$ cat src/rtl/dht11_frame_decoder.sv
// DHT11 frame decoder: assembles 40 serial bits, checks the checksum, latches bytes.
// Optional DHT11_STATS_EN adds saturating good/error frame counters.
module dht11_frame_decoder #(
  parameter int TIMEOUT_CYCLES = 2000,
  parameter int FRAME_BITS     = 40
) (
  input  logic       clk,
  input  logic       rst,
  input  logic       frame_start,
  input  logic       bit_valid,
  input  logic       bit_data,
  output logic [7:0] hum_int,
  output logic [7:0] hum_dec,
  output logic [7:0] temp_int,
  output logic [7:0] temp_dec,
  output logic       data_valid,
  output logic       chk_err,
  output logic       timeout,
  output logic       busy
`ifdef DHT11_STATS_EN
  ,
  output logic [7:0] good_cnt,
  output logic [7:0] err_cnt
`endif
);

  localparam int TW = $clog2(TIMEOUT_CYCLES + 1);
  localparam int CW = $clog2(FRAME_BITS + 1);
  localparam logic [TW-1:0] TMAX  = TW'(TIMEOUT_CYCLES);
  localparam logic [TW-1:0] TLAST = TW'(TIMEOUT_CYCLES - 1);
  localparam logic [CW-1:0] CLAST = CW'(FRAME_BITS - 1);

  typedef enum logic [1:0] {IDLE, COLLECT, CHECK} state_t;

  state_t state_q, state_d;

  logic [FRAME_BITS-1:0] sr_q, sr_d;
  logic [CW-1:0] cnt_q, cnt_d;
  logic [TW-1:0] tmr_q, tmr_d;
  logic [7:0] hi_q, hi_d, hd_q, hd_d;
  logic [7:0] ti_q, ti_d, td_q, td_d;
  logic dv_q, dv_d, ce_q, ce_d, to_q, to_d;
  logic [7:0] sum;
  logic last_bit, expire;

  assign sum = sr_q[39:32] + sr_q[31:24]
             + sr_q[23:16] + sr_q[15:8];

  assign last_bit = bit_valid && (cnt_q == CLAST);
  assign expire   = !bit_valid && (tmr_q == TLAST);

  always_ff @(posedge clk or negedge rst) begin
    if (!rst) state_q <= IDLE;
    else      state_q <= state_d;
  end

  always_comb begin
    state_d = state_q;
    unique case (state_q)
      IDLE:
        if (frame_start) state_d = COLLECT;
      COLLECT: begin
        if (frame_start)   state_d = COLLECT;
        else if (last_bit) state_d = CHECK;
        else if (expire)   state_d = IDLE;
      end
      CHECK:   state_d = IDLE;
      default: state_d = IDLE;
    endcase
  end

  always_comb begin
    sr_d  = sr_q;
    cnt_d = cnt_q;
    tmr_d = tmr_q;
    hi_d  = hi_q;
    hd_d  = hd_q;
    ti_d  = ti_q;
    td_d  = td_q;
    dv_d  = 1'b0;
    ce_d  = 1'b0;
    to_d  = 1'b0;
    unique case (state_q)
      IDLE: begin
        if (frame_start) begin
          cnt_d = '0;
          tmr_d = '0;
        end
      end
      COLLECT: begin
        if (frame_start) begin
          cnt_d = '0;
          tmr_d = '0;
        end else if (bit_valid) begin
          sr_d  = {sr_q[FRAME_BITS-2:0], bit_data};
          cnt_d = cnt_q + CW'(1);
          tmr_d = '0;
        end else begin
          if (tmr_q != TMAX) tmr_d = tmr_q + TW'(1);
          to_d = expire;
        end
      end
      CHECK: begin
        if (sum == sr_q[7:0]) begin
          hi_d = sr_q[39:32];
          hd_d = sr_q[31:24];
          ti_d = sr_q[23:16];
          td_d = sr_q[15:8];
          dv_d = 1'b1;
        end else begin
          ce_d = 1'b1;
        end
      end
      default: ;
    endcase
  end

  always_ff @(posedge clk or negedge rst) begin
    if (!rst) begin
      sr_q  <= '0;
      cnt_q <= '0;
      tmr_q <= '0;
      hi_q  <= '0;
      hd_q  <= '0;
      ti_q  <= '0;
      td_q  <= '0;
      dv_q  <= 1'b0;
      ce_q  <= 1'b0;
      to_q  <= 1'b0;
    end else begin
      sr_q  <= sr_d;
      cnt_q <= cnt_d;
      tmr_q <= tmr_d;
      hi_q  <= hi_d;
      hd_q  <= hd_d;
      ti_q  <= ti_d;
      td_q  <= td_d;
      dv_q  <= dv_d;
      ce_q  <= ce_d;
      to_q  <= to_d;
    end
  end

  assign hum_int    = hi_q;
  assign hum_dec    = hd_q;
  assign temp_int   = ti_q;
  assign temp_dec   = td_q;
  assign data_valid = dv_q;
  assign chk_err    = ce_q;
  assign timeout    = to_q;
  assign busy       = (state_q != IDLE);

`ifdef DHT11_STATS_EN
  logic [7:0] good_q, good_d, err_q, err_d;

  always_comb begin
    good_d = good_q;
    err_d  = err_q;
    if (dv_d && good_q != 8'hFF)
      good_d = good_q + 8'd1;
    if ((ce_d || to_d) && err_q != 8'hFF)
      err_d = err_q + 8'd1;
  end

  always_ff @(posedge clk or negedge rst) begin
    if (!rst) begin
      good_q <= '0;
      err_q  <= '0;
    end else begin
      good_q <= good_d;
      err_q  <= err_d;
    end
  end

  assign good_cnt = good_q;
  assign err_cnt  = err_q;
`endif

endmodule

$ cat config.mk
export PLATFORM = sky130hd
export DESIGN_NAME = dht11_frame_decoder
export DESIGN_NICKNAME = d
export VERILOG_FILES = /design/src/rtl/dht11_frame_decoder.sv
export SDC_FILE = /design/constraint.sdc
export NUM_CORES = 1
export LEC_CHECK = 0
export CELL_PAD_IN_SITES_DETAIL_PLACEMENT = 0
export CELL_PAD_IN_SITES_GLOBAL_PLACEMENT = 1
export CORE_UTILIZATION = 42
export DETAILED_ROUTE_END_ITERATION = 12
export PLACE_DENSITY = 0.73
export REMOVE_ABC_BUFFERS = 1
export SLEW_MARGIN = 20
export SYNTH_ARGS = -nofsm -noshare
export SYNTH_HDL_FRONTEND = slang
export SYNTH_SLANG_ARGS = --single-unit
export TNS_END_PERCENT = 1
$ cat constraint.sdc
create_clock -name clk -period 3.65 [get_ports clk]
set_clock_uncertainty 0.05 [all_clocks]
set_input_delay 0.73 -clock clk [delete_from_list [all_inputs] [get_ports clk]]
set_output_delay 0.73 -clock clk [all_outputs]
set_load 0.01 [all_outputs]
=== Word level (Yosys, flattened, before mapping) ===
Index checks and enable logic that the tools add are counted.

* Bitwise logic cells: 1
* Equality and inequality tests: 10
* Multiplexer cells: 21
* Reductions and logical operators: 11
* $add $sub $neg: 5

{| class="wikitable"
|+ Operators by type and width
! kind !! number
|-
| 11-bit 2-to-1 mux || 4
|-
| 8-bit adder || 3
|-
| 11-bit one-hot mux with 2 select lines || 1
|-
| 6-bit 2-to-1 mux || 3
|-
| 6-bit one-hot mux with 2 select lines || 1
|-
| 11-bit by 1-bit adder with 11-bit output (second input constant) || 1
|-
| 11-bit == test (second input constant) || 1
|-
| 11-bit != test (second input constant) || 1
|-
| 3-bit AND reduction || 3
|-
| 8-bit == test || 1
|-
| 2-bit 2-to-1 mux || 4
|-
| 4-bit != test (second input constant) || 2
|-
| 1-bit 2-to-1 mux || 7
|-
| 6-bit by 1-bit adder with 6-bit output (second input constant) || 1
|-
| 6-bit == test (second input constant) || 1
|-
| 2-bit one-hot mux with 2 select lines || 1
|-
| 2-bit AND reduction || 2
|-
| 2-bit nonzero test || 2
|-
| 3-bit != test (second input constant) || 1
|-
| 2-bit by 1-bit == test with 1-bit output (second input constant) || 1
|-
| 2-bit == test (second input constant) || 1
|-
| 1-bit logical AND || 2
|-
| 2-bit logical NOT || 1
|-
| 2-bit != test (second input constant) || 1
|-
| other kinds (2) || 2
|}

* Register bits: 94
* Input bits: 5
* Word-level logic and storage cells: 59
* Output and inout port bits: 36

=== Longest topological paths before layout ===
* Depth in word-level cells: 6
* Gate-level depth with buffers: 13
* Gate-level depth less buffers: 12

=== Worst setup path after synthesis ===
Ideal clock, no wire load.

* Kind: reg-to-reg
* Start: register sr_q[9]
* End: register hi_q[7], in the netlist hum_int[7]
* Data arrival time: 3.703 ns
* Slack: -0.228 ns
* Library setup time: 0.125 ns
* Period minus slack after synthesis: 3.878 ns
* Buffers on the path: 1
* Stages on the path, launching flop included: 14
* Data required time: 3.475 ns
* Cell sequence: dfrtp_1 > fa_1 > inv_1 > fa_1 > inv_1 > ha_1 > fa_1 > a21o_1 > a21oi_1 > o21ai_0 > xnor2_1 > nor4_4 > buf_6 > mux2_2

* Word-level cells in the longest chain between the ends: 3

{| class="wikitable"
|+ RTL lines
! element !! RTL line !! text
|-
| start: declaration || 37 || <nowiki>logic [FRAME_BITS-1:0] sr_q, sr_d;</nowiki>
|-
| start signal: assignment || 131 || <nowiki>sr_q <= sr_d;</nowiki>
|-
| 8-bit adder || 47 || <nowiki>+ sr_q[23:16] + sr_q[15:8];</nowiki>
|-
| 8-bit == test || 104 || <nowiki>if (sum == sr_q[7:0]) begin</nowiki>
|-
| 2-bit AND reduction (no line) || n/a ||
|-
| end signal: assignment || 134 || <nowiki>hi_q <= hi_d;</nowiki>
|-
| end: declaration || 40 || <nowiki>logic [7:0] hi_q, hi_d, hd_q, hd_d;</nowiki>
|}

Every way passes these cells.
A chain may end at the register's enable or synchronous reset.

=== Worst setup path in the final report ===
* Start: register sr_q[25]
* End: register ti_q[6], in the netlist temp_int[6]

* Word-level cells in the longest chain between the ends: 5

{| class="wikitable"
|+ RTL lines
! element !! RTL line !! text
|-
| 8-bit adder || 46 || <nowiki>assign sum = sr_q[39:32] + sr_q[31:24]</nowiki>
|-
| 8-bit adder (2 in a row) || 47 ||
|-
| 8-bit == test || 104 ||
|-
| 2-bit AND reduction (no line) || n/a ||
|-
| end signal: assignment || 136 || <nowiki>ti_q <= ti_d;</nowiki>
|-
| end: declaration || 41 || <nowiki>logic [7:0] ti_q, ti_d, td_q, td_d;</nowiki>
|}

Every way passes these cells.

==> flow_metrics.py <==
metrics = {
    "critical_path": {
        "end_kind": "flop",
        "required_ps": 3850,
        "worst-setup-path-type": "flop to flop",
        "worst_path_dominant_cell_family": "adder cells",
        "r2r_slack_ps": -290,
        "cp_max_fo": 8,
        "cp-start-kind": "flop",
        "reg2reg_depth": 14,
        "slowest_delay_ps": 540,
        "crit_arrival_ps": 4140,
        "crit_chain": "fa_1 > inv_1 > fa_1 > inv_2 > ha_4 > fa_2 > xnor2_2 > xnor2_1 > nor4_2 > nand3_2 > nor4_4 > buf_6 > buf_6 > mux2_2",
        "cpMaxStageDelayCell": "fa_1",
        "worst-path-buf-inv": 4,
        "path_depth": 14,
    },
    "floorplan": {
        "start_util_pct": 43.0,
        "die_h_um": 105,
        "io_pins": 41,
        "floorplan.die.width_um": 105,
        "placementRows": 37,
        "core-area_sq_um": 10300,
        "dieArea_sq_um": 10900,
    },
    "cts": {
        "clockBufferDepth": 2,
        "clock_sinks": 94,
        "clk_latency_ps": 360,
        "cts_htree_levels": 3,
        "cts_inserted_buffers": 9,
        "cts_tree": "done",
        "cts-root-buf": "clkbuf_8",
        "clkTransAtPathRegs_ps": 100,
    },
    "pwr": {
        "powerDensity_nw_per_um2": 634,
        "power.total_w": 0.00347,
        "ir_worst_vdd_mv": 0.280,
        "p_leak_nw": 2.48,
    },
    "logic_synthesis": {
        "synthTopCellsByArea": "dfrtp_1, mux2_2, fa_1, ha_1, xnor2_1",
        "synth_top_cell_area_share_pct": 53.2,
        "syn_inst": 340,
        "yosysTopAreaCell": "dfrtp_1",
        "synth.ff_latch_count": 94,
        "yosys_warnings": 0,
        "synthTopCellsByCount": "dfrtp_1, mux2_2, nor2_1",
        "synth.avg_cell_area_sq_um": 13.0,
        "synth_edf_count": 0,
        "synth_area_sq_um": 4420,
        "async_flop_share_pct": 100,
        "synth_seq_area_share_pct": 53.2,
        "synth_cell_types": 40,
        "post-synth-top-count-cell": "dfrtp_1",
        "synth_ff_type": "dfrtp_1",
    },
    "global_route": {
        "grt_pass1_vias": 2751,
        "grt_pass1_wl_mm": 13.6,
        "overflow": 0,
        "track_usage_pct": 15.9,
        "grt_start_max_net_pins": 95,
        "antenna_found_initial": 0,
    },
    "cells_and_area": {
        "fill_cells": 912,
        "fin_cells": 545,
        "diodes": 0,
        "nNetsFinal": 433,
        "syn2layout_area_growth_pct": 23.7,
        "drive_gt1_share_pct": 29.3,
    },
    "timing": {
        "finalCriticalPeriod_ps": 3940,
        "grt_setup_unrepaired": "yes",
        "report.final.slew_viol_count": 0,
        "timing.final.crit_share_pct": 108,
        "setup_viol": 32,
        "fmax_mhz": 254,
        "slew_headroom_pct": 64.5,
        "tightest_slew_ps": 530,
        "worst_slack_ps": -291,
        "hold_viol": 0,
    },
    "placement": {
        "dp_slack_ps": -322,
        "numPortBuffers": 40,
        "place_congestion": 0.749,
        "numPlacedInstances": 524,
        "hpwlAfterDp_mm": 5.34,
    },
    "detailed_routing": {
        "ant_nets": 0,
        "first_pass_iters": 4,
        "num_vias": 2756,
        "viasPerCell": 5.06,
        "first_iter_violations": 62,
        "remaining_drc_errors": 0,
        "routed_wl_mm": 8.23,
        "wire_per_inst_um": 15.1,
    },
    "outcome": {
        "status": "finished, violations left",
        "violations": "setup timing",
    },
    "flow_run": {
        "maxCapViolCount": 0,
    },
    "worst_hold_path": {
        "hold_class": "input pin to asynchronous set/reset pin",
    },
}
## per-layer routing
layer / up-vias / GRT usage, % / share of wire (%)
met2: 42 / 22.6 / 46
met4: 0 / 5.13 / 1.1
met1: 1399 / 23.8 / 51
met5: - / 0 / 0
li1: 1310 / - / -
met3: 5 / 3.87 / 2.6
## state kept, by name (all words and copies together) (netlist names)
register,count
temp_int,8
cnt_q,6
tmr_q,11
chk_err,1
hum_dec,8
state_q,2
temp_dec,8
timeout,1
sr_q,40
data_valid,1
hum_int,8
## power breakdown
group | internal [W] | total (W) | switching, W
clock network | 0.000261 | 0.000642 | 0.000381
registers | 0.00121 | 0.00141 | 0.000193
logic | 0.000716 | 0.00142 | 0.000701
## what timing repair did
action / 4_1_cts / 5_1_grt
cloned: 0 / 3
hold buffers: 0 / 0
resized for setup: 3 / 22
endpoints found under the setup margin: 32 / 33
setup buffers: 0 / 2
pin swaps: 1 / 10
hold endpoints to repair: 0 / 0
## logic make-up after synthesis
kind of cell    share of synthesized area (%)
fa+ha+maj                                9.17
compound gates                           5.07
xor+xnor                                 4.75
mux                                      17.1
buf+inv                                  2.72
flops                                    53.2
simple gates                             8.04
## final cells by class
type	count	area [sq um]	share of cell area (%)
well taps	136	170	3.11
flip-flops and latches	94	2350	43.0
multi-input cells	220	2050	37.6
repair buffers	63	651	11.9
inverters	16	60.1	1.10
clock inverters	6	55.1	1.01
clock buffers	10	128	2.33
## per-stage QoR
step | util, % | area (sq um) | hold WS (ps) | TNS (ps)
after floorplan | - | 4360 | 384 | -28420
after global placement | 49.7 | 5110 | 420 | -7210
after detailed placement | 49.7 | 5110 | 421 | -9890
after CTS | 51.6 | 5310 | 371 | -7080
after global routing | 53.2 | 5470 | 360 | -13520
final | 53.2 | 5470 | 333 | -8900
## worst paths after layout
check	from	end
max reg2reg	sr_q[25]$_DFFE_PN0P_	temp_int[6]$_DFFE_PN0P_
min in group clk	tmr_q[9]$_DFFE_PN0P_	tmr_q[9]$_DFFE_PN0P_
max in group asynchronous	rst	cnt_q[0]$_DFFE_PN0P_
min	rst	data_valid$_DFF_PN0_
min reg2reg	tmr_q[9]$_DFFE_PN0P_	tmr_q[9]$_DFFE_PN0P_
max	sr_q[25]$_DFFE_PN0P_	temp_int[6]$_DFFE_PN0P_
## placed cells by master (no fill, tap or decap), types with 2 or more instances in the layout
| master | Yosys | final |
|---|---|---|
| or2_2 | 2 | 2 |
| nor3_1 | 6 | 6 |
| o31ai_1 | 2 | 2 |
| buf_4 | 0 | 17 |
| nor2_1 | 20 | 19 |
| nand3_1 | 8 | 7 |
| and3_1 | 2 | 2 |
| ha_1 | 10 | 9 |
| mux2_2 | 66 | 51 |
| o21ai_0 | 14 | 14 |
| dfrtp_1 | 94 | 94 |
| clkbuf_16 | 0 | 2 |
| mux2_4 | 0 | 16 |
| xor2_1 | 10 | 10 |
| nand3b_1 | 2 | 2 |
| buf_6 | 3 | 2 |
| nand2_1 | 15 | 15 |
| clkbuf_8 | 0 | 9 |
| a21o_1 | 2 | 2 |
| a21oi_1 | 9 | 8 |
| fa_1 | 14 | 13 |
| or3_1 | 2 | 2 |
| xnor2_1 | 14 | 13 |
| inv_1 | 16 | 15 |
| buf_12 | 0 | 3 |
| inv_8 | 0 | 2 |
| clkdlybuf4s50_1 | 0 | 39 |
| nand4_1 | 4 | 4 |
| a22o_1 | 2 | 2 |
| clkinvlp_4 | 0 | 2 |
Power figures use the tool's default switching activity.
